`config.mk`:
```
export PLATFORM = sky130hd
export DESIGN_NAME = dreg_deser
export DESIGN_NICKNAME = d
export VERILOG_FILES = /design/src/rtl/dreg_deser_pkg.sv /design/src/rtl/dreg_deser.sv
export SDC_FILE = /design/constraint.sdc
export NUM_CORES = 1
export LEC_CHECK = 0
export BUFFER_PORTS_ARGS = -buffer_cell sky130_fd_sc_hd__buf_2
export CAP_MARGIN = 0
export CELL_PAD_IN_SITES_DETAIL_PLACEMENT = 1
export CELL_PAD_IN_SITES_GLOBAL_PLACEMENT = 2
export CORE_ASPECT_RATIO = 0.6
export CORE_MARGIN = 3
export CORE_UTILIZATION = 37
export CTS_CLUSTER_SIZE = 14
export DETAILED_ROUTE_END_ITERATION = 7
export HOLD_SLACK_MARGIN = 0.06
export PLACE_DENSITY = 0.76
export REMOVE_ABC_BUFFERS = 1
export SYNTH_ARGS = -nofsm -noshare
export SYNTH_HDL_FRONTEND = slang
export SYNTH_SLANG_ARGS = --single-unit
```
`constraint.sdc`:
```
create_clock -name clock -period 1.7 [get_ports clock]
set_input_delay 0.085 -clock clock [delete_from_list [all_inputs] [get_ports clock]]
set_output_delay 0.085 -clock clock [all_outputs]
set_load 0.02 [all_outputs]
```
`src/rtl/dreg_deser_pkg.sv`:
```
// Shared definitions for the dreg_deser serial-to-parallel deserializer.
package dreg_deser_pkg;

    localparam int unsigned DEFAULT_WIDTH = 8;

    // 2'd3 is unused and recovers to IDLE.
    typedef enum logic [1:0] {
        IDLE = 2'd0,
        DATA = 2'd1,
        PAR  = 2'd2
    } state_t;

endpackage

```
`src/rtl/dreg_deser.sv`:
```
// Deserializer: hunts for a start bit, assembles WIDTH bits LSB-first, optionally checks even
// parity, and presents the word on a valid/ready slot with parity-error and overrun status.
module dreg_deser
    import dreg_deser_pkg::*;
#(
    parameter int unsigned WIDTH     = DEFAULT_WIDTH,
    parameter bit          PARITY_EN = 1'b1
) (
    input  logic             clock,
    input  logic             reset_n,
    input  logic             bit_reg,
    input  logic             bit_en,
    input  logic             word_ready,
    input  logic             clear_err,
    output logic [WIDTH-1:0] word_reg,
    output logic             word_valid_reg,
    output logic             parity_err_reg,
    output logic             overrun_reg,
    output logic             busy_reg
);

    localparam int unsigned CW = $clog2(WIDTH + 1);

    state_t           state_q;
    logic [CW-1:0]    cnt_q;
    logic [WIDTH-1:0] shift_q;

    logic [WIDTH-1:0] shift_next;
    logic             last_data;
    logic             slot_free;
    logic             deliver;
    logic [WIDTH-1:0] deliver_word;
    logic             deliver_err;

    assign shift_next = {bit_reg, shift_q[WIDTH-1:1]};
    assign last_data  = (cnt_q == CW'(WIDTH - 1));
    assign slot_free  = !word_valid_reg || word_ready;

    always_comb begin
        deliver      = 1'b0;
        deliver_word = shift_next;
        deliver_err  = 1'b0;
        if (bit_en) begin
            case (state_q)
                DATA: deliver = last_data && !PARITY_EN;
                PAR: begin
                    deliver      = 1'b1;
                    deliver_word = shift_q;
                    deliver_err  = (^shift_q) ^ bit_reg;
                end
                default: ;
            endcase
        end
    end

    always_ff @(posedge clock or negedge reset_n) begin
        if (!reset_n) begin
            state_q        <= IDLE;
            cnt_q          <= '0;
            shift_q        <= '0;
            word_reg       <= '0;
            word_valid_reg <= 1'b0;
            parity_err_reg <= 1'b0;
            overrun_reg    <= 1'b0;
            busy_reg       <= 1'b0;
        end else begin
            if (bit_en) begin
                case (state_q)
                    IDLE: begin
                        if (bit_reg) begin
                            state_q  <= DATA;
                            cnt_q    <= '0;
                            busy_reg <= 1'b1;
                        end
                    end
                    DATA: begin
                        shift_q <= shift_next;
                        cnt_q   <= cnt_q + CW'(1);
                        if (last_data) begin
                            state_q  <= PARITY_EN ? PAR : IDLE;
                            busy_reg <= PARITY_EN;
                        end
                    end
                    PAR: begin
                        state_q  <= IDLE;
                        busy_reg <= 1'b0;
                    end
                    default: begin
                        state_q  <= IDLE;
                        busy_reg <= 1'b0;
                    end
                endcase
            end

            // A load on the accept edge keeps valid high with the new word.
            if (deliver && slot_free) begin
                word_reg       <= deliver_word;
                parity_err_reg <= deliver_err;
                word_valid_reg <= 1'b1;
            end else if (word_valid_reg && word_ready) begin
                word_valid_reg <= 1'b0;
            end

            if (deliver && !slot_free) begin
                overrun_reg <= 1'b1;
            end else if (clear_err) begin
                overrun_reg <= 1'b0;
            end
        end
    end

endmodule

```
* Yosys cells after proc, flatten, opt, wreduce, memory -nomap -nowiden
Index checks and enable logic that the tools add are counted.
** Storage, ports and cells
- Bits in read-only memories :: 0
- Bits of input ports :: 6
- Register bits after elaboration :: 26
- RAM bits :: 0
- Memories kept :: 0
- Output and inout bits :: 12
- Latch bits :: 0
** Operators by class
- Divide/modulo/power cells :: 0
- $mul :: 0
- Bitwise gates (word level) :: 1
- Add/subtract/negate cells :: 1
- Multiplexer cells :: 18
- Eq/ne operators :: 5
- Shift-type cells :: 0
- Reductions and logical operators :: 14
- Magnitude comparators :: 0
** Operator list (number)
- $mux W8 :: 2
- $mux W1 :: 10
- $pmux W4 S2 :: 1
- $reduce_xor A8 Y1 :: 1
- $reduce_and A3 Y1 :: 2
- $reduce_bool A2 Y1 :: 3
- $add A4 B1 Y4 const B :: 1
- $eq A4 B3 Y1 const B :: 1
- $mux W2 :: 2
- $mux W4 :: 1
- $ne A2 B2 Y1 const B :: 2
- $pmux W2 S2 :: 1
- $logic_and A1 B1 Y1 :: 3
- $eq A2 B1 Y1 const B :: 1
- $eq A2 B2 Y1 const B :: 1
- $logic_not A1 Y1 :: 2
- $logic_not A2 Y1 :: 1
- $pmux W1 S2 :: 1
- $reduce_and A2 Y1 :: 1
- $logic_or A1 B1 Y1 :: 1
- $xor A1 B1 Y1 :: 1

* Longest topological paths before layout
- Depth after elaboration :: 5
- Depth in mapped cells :: 6

* Least setup slack after synthesis
Ideal clock, no wire load.
- Kind :: flip-flop to flip-flop
- Start :: register shift_q[4]
- End :: register parity_err_reg
- Library setup time :: 0.125 ns
- Data required time :: 1.575 ns
- Path buffers :: 0
- Cell stages (with the launch flop) :: 5
- Arrival :: 1.307 ns
- Setup slack :: 0.268 ns
- Cells stage by stage :: dfrtp_1 -> xnor2_1 -> xnor3_1 -> xnor2_1 -> mux2_4
** On the way
- Word-level cells in the longest chain between the ends :: 4
** Ends and longest elaborated chain
- start: declaration :: line dreg_deser.sv:26 : logic [WIDTH-1:0] shift_q;
- start signal: assignment :: line dreg_deser.sv:77 : shift_q <= shift_next;
- $reduce_xor A8 Y1 :: line dreg_deser.sv:49 : deliver_err = (^shift_q) ^ bit_reg;
- $xor A1 B1 Y1 :: line dreg_deser.sv:49
- $mux W1 :: line dreg_deser.sv:44 : case (state_q)
- $mux W1 :: line dreg_deser.sv:43 : if (bit_en) begin
- end signal: assignment :: line dreg_deser.sv:98 : parity_err_reg <= deliver_err;
- end: declaration :: line dreg_deser.sv:17 : output logic parity_err_reg,
No other way between the ends.
A chain may end at the register's enable or synchronous reset.

* Final worst setup path
Ends and elaborated chain as after synthesis.

==> flow_summary_export.csv <==
group,metric,value,unit
critical_path,crit-reg2reg-capture,"parity_err_reg$_DFFE_PN0P_",
die,die-area,0.00374,mm²
critical_path,timing.critical_path.to,"parity_err_reg$_DFFE_PN0P_",
clocking,ctsLongestPathBuffers,2,
yosys,synth_register_bits,26,
yosys,synth_top_area_cell,"sky130_fd_sc_hd__dfrtp_1",
detailed_routing,top_layer,"met4",
yosys,synth_largest_type_area_fraction,0.582,
detailed_routing,detailroute.wirelength.met2,949,µm
global_route,antenna_found_initial,0,
critical_path,cpMostUsedCell,"sky130_fd_sc_hd__xnor2_1",
yosys,synthSimpleGateAreaFrac,0.0526,
die,design.portCount,18,
critical_path,path_cells,"xnor2_1 -> xnor3_1 -> xnor2_1 -> mux2_4",
clocking,clock_insertion_delay_worst_skew,0.27,ns
timing,fin_setup_tns,0,ns
yosys,post_synth_most_frequent_cells,"sky130_fd_sc_hd__dfrtp_1, sky130_fd_sc_hd__mux2_2, sky130_fd_sc_hd__inv_1",
critical_path,worstPathRequired,1.86,ns
timing,finalWorstPathRequiredPeriod,1.53,ns
job,maxCapViolCount,0,
place,buffer_ports.inserted,17,
detailed_routing,met3WireLength,79,µm
clocking,worst_setup_hold_path_clk_slew,0.09,ns
clocking,cts_num_sinks,26,
pwr,power_density,2050,mW/mm²
detailed_routing,detail_route.drc_violations,0,
final_layout,drive_above_1_share,0.380,
critical_path,worstRegToRegCells,4,
clocking,postCtsSetupRepairBufs,0,
final_layout,antenna_cells,0,
pwr,power.static_leakage,0.641,nW
timing,rsz_0062_raised_after_global_routing,"no",
die,floorplan.initialDensity,0.417,
critical_path,reg2reg_setup_slack,0.17,ns
yosys,synth_top_family_by_area,"multiplexers",
critical_path,worst_ep_arrival_time,1.69,ns
run_status,run_status,"completed",
global_route,grtUsageTotal,0.122,
yosys,synth_async_sr_flop_share,1.00,
detailed_routing,vias,719,
yosys,ys_types,25,
critical_path,worst_r2r_startpoint,"shift_q[4]$_DFFE_PN0P_",
detailed_routing,met1_length,1.09,mm
critical_path,timing.critical_path.to_type,"flop",
place,dp.cells,141,
yosys,synth_top_cells_by_area,"sky130_fd_sc_hd__dfrtp_1, sky130_fd_sc_hd__mux2_2, sky130_fd_sc_hd__xnor2_1, sky130_fd_sc_hd__o21ai_0, sky130_fd_sc_hd__inv_1",
yosys,netlist_area,0.00112,mm²
critical_path,critical-path-top-delay-family,"XOR/XNOR gates",
hold_path,hold_path.class,"in -> reg",
global_route,grt_pass1_vias,771,
yosys,synth-seq-area-share,0.582,
critical_path,crit_path_start_kind,"flop",
global_route,gr-total-overflow,0,
timing,min_period_over_period,0.902,
final_layout,area.growth.synth_to_final,20.1,%
final_layout,final-instance-count-excl-fill,148,
detailed_routing,initial_drc_count,13,
yosys,ys_warnings,0,
detailed_routing,dr.pass1.iters,4,
critical_path,setup.worst_path.start,"shift_q[4]$_DFFE_PN0P_",
yosys,synth_most_common_cell,"sky130_fd_sc_hd__dfrtp_1",
critical_path,critical_path_class,"reg -> reg",
critical_path,critical-path-max-stage-delay,0.44,ns
detailed_routing,route.detailed.wl_per_inst,14.4,µm
yosys,synth_flop_cell,"sky130_fd_sc_hd__dfrtp_1",
place,dp.final_hpwl,1.51,mm
detailed_routing,count_of_antenna_violating_nets_left_after_detailed_routing,0,
timing,hold_violations,0,
pwr,power.ir.vdd_worst,0.796,mV
yosys,synth.avg_cell_area,13.3,µm²
die,die_x,77.0,µm
place,gp_routability_congestion,0.684,
detailed_routing,route.detailed.vias_per_inst,4.86,
timing,max_slew_violation_count,0,
timing,maxClockFrequency,652,MHz
yosys,share_of_the_synthesized_area_in_compound_gates_ao_oa_aoi_oai,0.0839,
detailed_routing,finalWirelength,2.13,mm
final_layout,fin_nets,116,
global_route,grt_pass1_wl,3.63,mm
die,dieHeight,48.6,µm
global_route,grt_max_degree,27,
critical_path,cp_num_cells,4,
critical_path,worst_path_buf_inv,0,
clocking,ctsHtreeMaxLevel,1,
clocking,cts_made_buffers,3,
critical_path,worstPathMaxFanout,4,
yosys,yosys-mux-area-fraction,0.174,
timing,max_slew_margin,0.621,
die,coreArea,0.00268,mm²
yosys,synthAdderAreaFrac,0.0112,
yosys,syn_inst,84,
clocking,tritoncts,"built",
clocking,cts_root_buffer,"sky130_fd_sc_hd__clkbuf_8",
yosys,synth-edff-count,0,
timing,worst_pin_slew,0.568,ns
critical_path,slowest_stage,"sky130_fd_sc_hd__dfrtp_1",
yosys,synth_xor_xnor_area_share,0.0671,
timing,clock-skew-final,0.00613,ns
timing,setup_viol,0,
die,floorplan.rows,14,
-- per-stage QoR --
step | area (µm²) | util | total power, mW | hold WS, ns | setup slack, ns
finish | 1340 | 0.501 | 2.75 | 0.115 | 0.167
global route | 1340 | 0.501 | 2.97 | 0.121 | 0.0695
CTS | 1340 | 0.501 | 2.79 | 0.110 | 0.166
detailed placement | 1260 | 0.470 | 2.37 | 0.116 | 0.178
global placement | 1260 | 0.470 | 2.32 | 0.124 | 0.233
floorplan | 1110 | - | 2.03 | -0.211 | 0.0814
-- power breakdown --
group / leakage [nW] / total, mW / switching (mW) / internal, mW
sequential: 0.321 / 1.13 / 0.224 / 0.905
clock: 0.0288 / 0.389 / 0.183 / 0.207
combinational: 0.292 / 1.24 / 0.581 / 0.656
-- layer usage --
layer  vias up  GRT usage
met1       358      0.164
met3         2     0.0407
met4         0     0.0266
met5         -          0
met2        15      0.192
li1        344          -
-- cells by family (layout without fill, tap and decap cells) --
logic type	after synthesis	count (layout)
multiplexers	17	17
AND/OR/NAND/NOR	11	11
AO/OA/AOI/OAI	14	14
flip-flops	26	26
buffers and inverters	8	32
XOR/XNOR	7	7
adder cells (fa/ha/maj)	1	1
-- placed cells by master (no fill, tap or decap) --
cell type / synthesis / final
sky130_fd_sc_hd__inv_1: 6 / 6
sky130_fd_sc_hd__a31oi_1: 1 / 1
sky130_fd_sc_hd__dlygate4sd3_1: 0 / 3
sky130_fd_sc_hd__a22o_1: 2 / 2
sky130_fd_sc_hd__a311oi_1: 1 / 1
sky130_fd_sc_hd__and2b_1: 1 / 1
sky130_fd_sc_hd__mux2_4: 1 / 1
sky130_fd_sc_hd__nand3_1: 3 / 3
sky130_fd_sc_hd__o21ai_0: 5 / 5
sky130_fd_sc_hd__a21oi_1: 1 / 1
sky130_fd_sc_hd__a32o_1: 1 / 1
sky130_fd_sc_hd__nor2_1: 1 / 1
sky130_fd_sc_hd__xnor3_1: 1 / 1
sky130_fd_sc_hd__nand2_2: 1 / 1
sky130_fd_sc_hd__buf_4: 0 / 2
sky130_fd_sc_hd__o22ai_1: 2 / 2
sky130_fd_sc_hd__xnor2_1: 5 / 5
sky130_fd_sc_hd__a2bb2oi_1: 1 / 1
sky130_fd_sc_hd__clkbuf_8: 0 / 4
sky130_fd_sc_hd__nand2b_1: 1 / 1
sky130_fd_sc_hd__and3_1: 1 / 1
sky130_fd_sc_hd__xor2_1: 1 / 1
sky130_fd_sc_hd__dfrtp_1: 26 / 26
sky130_fd_sc_hd__buf_2: 2 / 17
sky130_fd_sc_hd__nand2_1: 2 / 2
sky130_fd_sc_hd__mux2_2: 16 / 16
sky130_fd_sc_hd__ha_1: 1 / 1
sky130_fd_sc_hd__nor2b_1: 1 / 1
-- how the worst min path moves through the flow --
stage                from                          to  depth (start not counted)
2_1_floorplan     reset_n        busy_reg$_DFFE_PN0P_                          0
3_3_place_gp      reset_n     overrun_reg$_DFFE_PN0P_                          1
3_5_place_dp      reset_n  word_valid_reg$_DFFE_PN0P_                          1
4_1_cts        word_ready  word_valid_reg$_DFFE_PN0P_                          3
5_1_grt        word_ready  word_valid_reg$_DFFE_PN0P_                          3
6_report       word_ready  word_valid_reg$_DFFE_PN0P_                          3
-- final cells by class --
cell class / count / area (µm²)
multi-input cells: 50 / 435
repair buffers: 22 / 130
well taps: 40 / 50.0
fillers: 289 / 1340
inverters: 6 / 22.5
flip-flops and latches: 26 / 651
clock buffers: 4 / 55.1
-- what timing repair did --
item / 4_1_cts / 5_1_grt
endpoints found under the hold margin: 28 / 0
hold buffers: 3 / 0
gates resized for setup: 0 / 0
-- worst reg2reg max path, stage by stage (launching register included) --
cell and delay, ns:
sky130_fd_sc_hd__dfrtp_1 0.44, sky130_fd_sc_hd__xnor2_1 0.18, sky130_fd_sc_hd__xnor3_1 0.43, sky130_fd_sc_hd__xnor2_1 0.14, sky130_fd_sc_hd__mux2_4 0.25
(Power assumes the default switching activity.)
